### config.mk
export PLATFORM = sky130hd
export DESIGN_NAME = fifo_burst_buffer_flat
export DESIGN_NICKNAME = d
export VERILOG_FILES = /design/src/rtl/fifo_burst_buffer_if.sv /design/src/rtl/fifo_burst_buffer.sv /design/src/flat_wrapper.sv
export SDC_FILE = /design/constraint.sdc
export NUM_CORES = 1
export LEC_CHECK = 0
export CAP_MARGIN = 20
export CORE_MARGIN = 10
export CORE_UTILIZATION = 27
export DETAILED_ROUTE_END_ITERATION = 8
export GPL_TIMING_DRIVEN = 0
export SYNTH_ARGS = -nofsm -noshare
export SYNTH_HDL_FRONTEND = slang
export SYNTH_SLANG_ARGS = --single-unit
export TNS_END_PERCENT = 1
### constraint.sdc
create_clock -name i_clk -period 4.45 [get_ports i_clk]
set_input_delay 0.445 -clock i_clk [delete_from_list [all_inputs] [get_ports i_clk]]
set_output_delay 0.445 -clock i_clk [all_outputs]
set_load 0.005 [all_outputs]
### src/rtl/fifo_burst_buffer_if.sv
// rtl/fifo_burst_buffer_if.sv - write/read handshake bundle for fifo_burst_buffer
// Purpose: groups the producer-side and consumer-side valid/ready signals.
// Signals:
//   i_wdata  WIDTH  write data (producer -> FIFO)
//   i_wvalid 1      write request (producer -> FIFO)
//   o_wready 1      space available (FIFO -> producer)
//   o_rdata  WIDTH  head-of-queue data (FIFO -> consumer)
//   o_rvalid 1      queue non-empty (FIFO -> consumer)
//   i_rready 1      consumer accepts head (consumer -> FIFO)
// Modports: slave = FIFO side, master = producer/consumer side.
interface fifo_burst_buffer_if #(
  parameter int WIDTH = 8
);
  logic [WIDTH-1:0] i_wdata;
  logic             i_wvalid;
  logic             o_wready;
  logic [WIDTH-1:0] o_rdata;
  logic             o_rvalid;
  logic             i_rready;

  modport slave (
    input  i_wdata, i_wvalid, i_rready,
    output o_wready, o_rdata, o_rvalid
  );

  modport master (
    output i_wdata, i_wvalid, i_rready,
    input  o_wready, o_rdata, o_rvalid
  );
endinterface

### src/rtl/fifo_burst_buffer.sv
// rtl/fifo_burst_buffer.sv - single-clock burst-absorbing FIFO with occupancy and high-water mark
// Purpose: first-word fall-through FIFO, one transfer per cycle on each side,
//   decoupling a bursty producer from a slower downstream drain.
// Ports:
//   i_clk          1      clock
//   i_rst          1      synchronous active-high reset, beats i_cg and all inputs
//   i_cg           1      clock gate; all state holds when 0
//   bus            slave  write/read handshake (see fifo_burst_buffer_if)
//   i_peakClear    1      clear high-water mark
//   o_nEntries     CW     occupancy 0..DEPTH
//   o_full         1      occupancy == DEPTH
//   o_empty        1      occupancy == 0
//   o_almostFull   1      occupancy >= ALMOST_FULL
//   o_peakEntries  CW     max occupancy since reset/last clear
module fifo_burst_buffer #(
  parameter int WIDTH         = 8,
  parameter int DEPTH         = 4,
  parameter int ALMOST_FULL   = 3,
  parameter int FLOPS_NOT_MEM = 0,
  localparam int CW           = $clog2(DEPTH) + 1
) (
  input  logic                i_clk,
  input  logic                i_rst,
  input  logic                i_cg,
  fifo_burst_buffer_if.slave  bus,
  input  logic                i_peakClear,
  output logic [CW-1:0]       o_nEntries,
  output logic                o_full,
  output logic                o_empty,
  output logic                o_almostFull,
  output logic [CW-1:0]       o_peakEntries
);

  localparam int AW = CW - 1;

  logic [CW-1:0] wptr_q, wptr_d;
  logic [CW-1:0] rptr_q, rptr_d;
  logic [CW-1:0] peak_q, peak_d;
  logic [CW-1:0] n_entries_d;
  logic          do_write, do_read;
  logic          wr_en;
  logic [AW-1:0] widx, ridx;

  assign widx = wptr_q[AW-1:0];
  assign ridx = rptr_q[AW-1:0];

  // Status comes from the registered pointers only, so no input reaches an
  // output combinationally.
  assign o_nEntries   = wptr_q - rptr_q;
  assign o_empty      = (wptr_q == rptr_q);
  assign o_full       = (widx == ridx) && (wptr_q[CW-1] != rptr_q[CW-1]);
  assign o_almostFull = (o_nEntries >= CW'(ALMOST_FULL));
  assign bus.o_wready = ~o_full;
  assign bus.o_rvalid = ~o_empty;
  assign o_peakEntries = peak_q;

  // o_full blocks writes even when a read happens in the same cycle.
  assign do_write = i_cg & bus.i_wvalid & ~o_full;
  assign do_read  = i_cg & ~o_empty & bus.i_rready;
  assign wr_en    = do_write & ~i_rst;

  always_comb begin
    wptr_d      = wptr_q + {{(CW-1){1'b0}}, do_write};
    rptr_d      = rptr_q + {{(CW-1){1'b0}}, do_read};
    n_entries_d = wptr_d - rptr_d;
    peak_d      = peak_q;
    if (i_cg) begin
      if (i_peakClear) begin
        peak_d = n_entries_d;
      end else if (n_entries_d > peak_q) begin
        peak_d = n_entries_d;
      end
    end
  end

  always_ff @(posedge i_clk) begin
    if (i_rst) begin
      wptr_q <= '0;
      rptr_q <= '0;
      peak_q <= '0;
    end else begin
      wptr_q <= wptr_d;
      rptr_q <= rptr_d;
      peak_q <= peak_d;
    end
  end

  // Storage is never reset; o_rdata is only meaningful while o_rvalid=1.
  generate
    if (FLOPS_NOT_MEM == 0) begin : g_mem
      logic [WIDTH-1:0] mem_q [DEPTH];

      always_ff @(posedge i_clk) begin
        if (wr_en) begin
          mem_q[widx] <= bus.i_wdata;
        end
      end

      assign bus.o_rdata = mem_q[ridx];
    end else begin : g_flops
      logic [WIDTH-1:0] ent_q [DEPTH];

      for (genvar g = 0; g < DEPTH; g++) begin : g_ent
        always_ff @(posedge i_clk) begin
          if (wr_en && (widx == AW'(g))) begin
            ent_q[g] <= bus.i_wdata;
          end
        end
      end

      assign bus.o_rdata = ent_q[ridx];
    end
  endgenerate

endmodule

### src/flat_wrapper.sv
// flat-port wrapper written by rule: the top's interface ports become plain ports
module fifo_burst_buffer_flat 
#(
  parameter int WIDTH         = 8,
  parameter int DEPTH         = 4,
  parameter int ALMOST_FULL   = 3,
  parameter int FLOPS_NOT_MEM = 0,
  localparam int CW           = $clog2(DEPTH) + 1
)
  (i_clk, i_rst, i_cg, i_peakClear, o_nEntries, o_full, o_empty, o_almostFull, o_peakEntries, bus_i_wdata, bus_i_wvalid, bus_i_rready, bus_o_wready, bus_o_rdata, bus_o_rvalid);
  fifo_burst_buffer_if #(.WIDTH(WIDTH)) bus_i ();
  input  logic i_clk;
  input  logic i_rst;
  input  logic i_cg;
  input  logic i_peakClear;
  output logic [CW-1:0] o_nEntries;
  output logic o_full;
  output logic o_empty;
  output logic o_almostFull;
  output logic [CW-1:0] o_peakEntries;
  input wire logic [$bits(bus_i.i_wdata)-1:0] bus_i_wdata;
  input wire logic [$bits(bus_i.i_wvalid)-1:0] bus_i_wvalid;
  input wire logic [$bits(bus_i.i_rready)-1:0] bus_i_rready;
  output wire logic [$bits(bus_i.o_wready)-1:0] bus_o_wready;
  output wire logic [$bits(bus_i.o_rdata)-1:0] bus_o_rdata;
  output wire logic [$bits(bus_i.o_rvalid)-1:0] bus_o_rvalid;
  assign bus_i.i_wdata = bus_i_wdata;
  assign bus_i.i_wvalid = bus_i_wvalid;
  assign bus_i.i_rready = bus_i_rready;
  assign bus_o_wready = bus_i.o_wready;
  assign bus_o_rdata = bus_i.o_rdata;
  assign bus_o_rvalid = bus_i.o_rvalid;
  fifo_burst_buffer #(.WIDTH(WIDTH), .DEPTH(DEPTH), .ALMOST_FULL(ALMOST_FULL), .FLOPS_NOT_MEM(FLOPS_NOT_MEM)) u_core (.i_clk(i_clk), .i_rst(i_rst), .i_cg(i_cg), .bus(bus_i), .i_peakClear(i_peakClear), .o_nEntries(o_nEntries), .o_full(o_full), .o_empty(o_empty), .o_almostFull(o_almostFull), .o_peakEntries(o_peakEntries));
endmodule
==> results.sh <==
export IMPL_area_growth_pct=30.47
export IMPL_core_mm2=0.006422
export IMPL_clk_pin_slew_ns=0.07
export IMPL_finalWirelength_um=3566
export IMPL_ir_worst_vdd_v=0.0001325
export IMPL_synth_area_leaders="edfxtp_1 53%, dfxtp_1 10%, mux4_2 10%, ha_1 6.9%, inv_1 2.9%"
export IMPL_cts_buffers=5
export IMPL_clock_sinks=41
export IMPL_whs_path_depth=2
export IMPL_final_nets=180
export IMPL_grt_max_degree=13
export IMPL_fin_area_mm2=0.002352
export IMPL_cts_tree="yes"
export IMPL_synth_common_cells="32 x edfxtp_1, 14 x inv_1, 10 x ha_1, 9 x dfxtp_1, 8 x mux4_2"
export IMPL_io_buffers=32
export IMPL_syn_avg_cell_area_um2=15.96
export IMPL_viasPerCell=4.511
export IMPL_grt_pass1_wl_um=5520
export IMPL_fin_ws_ns=0.4155
export IMPL_drc_errors=0
export IMPL_insertion_delay_ns=0.29
export IMPL_worstRegToRegCells=16
export IMPL_holdWs_ns=0.5161
export IMPL_critPathKind="flip-flop to flip-flop"
export IMPL_yosysWarningCount=0
export IMPL_synth_top_area_cell="edfxtp_1"
export IMPL_critPathArrivalTime_ns=4.23
export IMPL_rsz0062_at_grt="no"
export IMPL_drv_slew=0
export IMPL_startpoint_type="flip-flop"
export IMPL_antenna_found_initial=0
export IMPL_synthFlopType="edfxtp_1"
export IMPL_path_max_fanout=9
export IMPL_die_h_um=101.7
export IMPL_grt_pass1_vias=1115
export IMPL_fillers=591
export IMPL_syn_num_nets=139
export IMPL_drt_iter0_drc=20
export IMPL_syn_inst=113
export IMPL_drive_above_1_share_pct=14.29
export IMPL_required_ns=4.65
export IMPL_cts_resized=0
export IMPL_dieWidth_um=101.7
export IMPL_p_per_area_mw_per_mm2=359.6
export IMPL_ys_ff_latch=41
export IMPL_vias=1042
export IMPL_seqPwrFrac_pct=50.8
export IMPL_row_count=29
export IMPL_max_freq_mhz=247.9
export IMPL_max_cap_viol_count=0
export IMPL_holdPathEnd="u_core.o_peakEntries[2]"
export IMPL_die_area_mm2=0.01035
export IMPL_cts_htree_levels=2
export IMPL_clockRootBuffer="clkbuf_8"
export IMPL_r2r_end="u_core.o_peakEntries[2]"
export IMPL_routabilityCongestion=0.7842
export IMPL_start_util_pct=28.07
export IMPL_pin_count=33
export IMPL_hpwlAfterDp_um=2720
export IMPL_netlist_area_mm2=0.001803
export IMPL_cts_hold_buffers=0
export IMPL_setup_viol=0
export IMPL_synth_top_area_share_pct=53.30
export IMPL_skew_ns=0.007485
export IMPL_p_int_uw=662.2
export IMPL_worst_pin_slew_ns=0.5170
export IMPL_tns_ns=0
export IMPL_synth_edf_count=32
export IMPL_slew_headroom_pct=65.53
export IMPL_rr_startpoint="u_core.rptr_q[1]"
export IMPL_post_cts_setup_buffers=0
export IMPL_overflow=0
export IMPL_dp_slack_ns=0.1277
export IMPL_comb_power_share_pct=16.0
export IMPL_cp_end_kind="flip-flop"
export IMPL_diodes=0
export IMPL_outcome="complete, no violations"
export IMPL_r2r_slack_ns=0.42
export IMPL_switching_power_uw=183.7
export IMPL_hold_violations=0
export IMPL_sw_frac_of_total_pct=21.71
export IMPL_p_clk_share_pct=33.1
export IMPL_p_leak_uw=0.0008990
export IMPL_synthArstFlopShare_pct=0
export IMPL_synth_cell_types=25
export IMPL_grt_total_usage_pct=7.205
export IMPL_post_drt_wl_per_cell_um=15.44
export IMPL_first_pass_iters=4
export IMPL_clk_path_buf_depth=2
export IMPL_postRouteAntennaNets=0
export IMPL_yosysMostFrequentCell="edfxtp_1"
export IMPL_place_area_mm2=0.002247
export IMPL_min_path_type="flip-flop to flip-flop"
export IMPL_fin_crit_sh_pct=90.66
export IMPL_hp_start="u_core.o_peakEntries[2]"
export IMPL_ys_seq_area_share_pct=63.29
export IMPL_layout_min_cycle_time_ns=4.035
[cell type report]
cell class	count	area (um^2)	share of cell area, %
Sequential cell	41	1141	48.51
Multi-Input combinational cell	55	609.3	25.90
Timing Repair Buffer	34	335.3	14.26
Tap cell	77	96.34	4.096
Clock buffer	5	68.82	2.926
Inverter	14	52.55	2.234
Clock inverter	2	35.03	1.489
Buffer	3	13.76	0.5851
[kinds of logic after synthesis]
kind of cell | after synthesis | synth area share, %
AND/OR/NAND/NOR | 19 | 5.621
XOR/XNOR | 6 | 3.816
adder cells (fa/ha/maj) | 12 | 9.160
flip-flops | 41 | 63.29
multiplexers | 8 | 9.993
buffers and inverters | 17 | 3.608
AO/OA/AOI/OAI | 10 | 4.511
[registers in the layout, summed over array words and instances, names as in the netlist]
name	cells
u_core.g_mem.mem_q	32
u_core.o_peakEntries	3
u_core.rptr_q	3
u_core.wptr_q	3
[power by group through the flow]
stage,clock (uW),combinational (uW),sequential [uW]
2_1_floorplan,0,71.0,437
3_3_place_gp,0,130,437
3_5_place_dp,0,137,438
4_1_cts,291,138,430
5_1_grt,308,150,431
6_report,280,136,430
[placed cells by master (no fill, tap or decap), drive strengths merged]
cell	count
buf	3
nand2	1
xor2	1
edfxtp	32
o21a	2
xor3	1
and3	3
nand4b	1
inv	14
nor2	6
ha	10
mux4	8
fa	2
bufinv	1
nor2b	3
xnor2	4
clkbuf	7
o211a	2
o2111ai	1
dfxtp	9
nor4	2
clkdlybuf4s50	32
nand3	2
o211ai	3
a21o	1
o31ai	1
and2	1
clkinv	1
[worst max-delay path by stage]
| stage | startpoint | end | slack [ns] | cells after the start |
|---|---|---|---|---|
| 2_1_floorplan | u_core.rptr_q[1] | u_core.o_peakEntries[0] | 0.78 | 16 |
| 3_3_place_gp | u_core.rptr_q[1] | u_core.o_peakEntries[1] | 0.35 | 16 |
| 3_5_place_dp | u_core.rptr_q[1] | u_core.o_peakEntries[0] | 0.13 | 16 |
| 4_1_cts | u_core.rptr_q[1] | u_core.o_peakEntries[2] | 0.13 | 16 |
| 5_1_grt | u_core.rptr_q[1] | u_core.o_peakEntries[2] | 0.11 | 16 |
| 6_report | u_core.rptr_q[1] | u_core.o_peakEntries[2] | 0.42 | 16 |
[per-stage QoR]
stage / std cells / util, % / power [uW]
2_1_floorplan: 113 / - / 507.8
3_3_place_gp: 222 / 34.56 / 566.8
3_5_place_dp: 224 / 34.99 / 575.4
4_1_cts: 231 / 36.61 / 858.7
5_1_grt: 231 / 36.63 / 889.1
6_report: 231 / 36.63 / 845.8
[worst max-delay path, stage by stage (launching register included)]
cell and delay, ns:
dfxtp_1 0.33, clkbuf_2 0.28, inv_1 0.13, ha_1 0.35
nand2_1 0.06, o211ai_1 0.40, inv_1 0.09, ha_1 0.20
ha_1 0.27, inv_1 0.06, fa_1 0.38, xor3_2 0.41
ha_1 0.33, nand4b_1 0.10, and2_1 0.21, o21a_1 0.14
o31ai_1 0.22
[layer usage]
layer	up-vias	GRT usage [%]	part of all wire (%)
met1	505	7.419	41
met3	5	4.425	9.0
li1	501	-	-
met4	0	2.310	0.56
met5	-	0	0
met2	31	11.93	49
No activity file was read; power rests on OpenSTA's default activity.
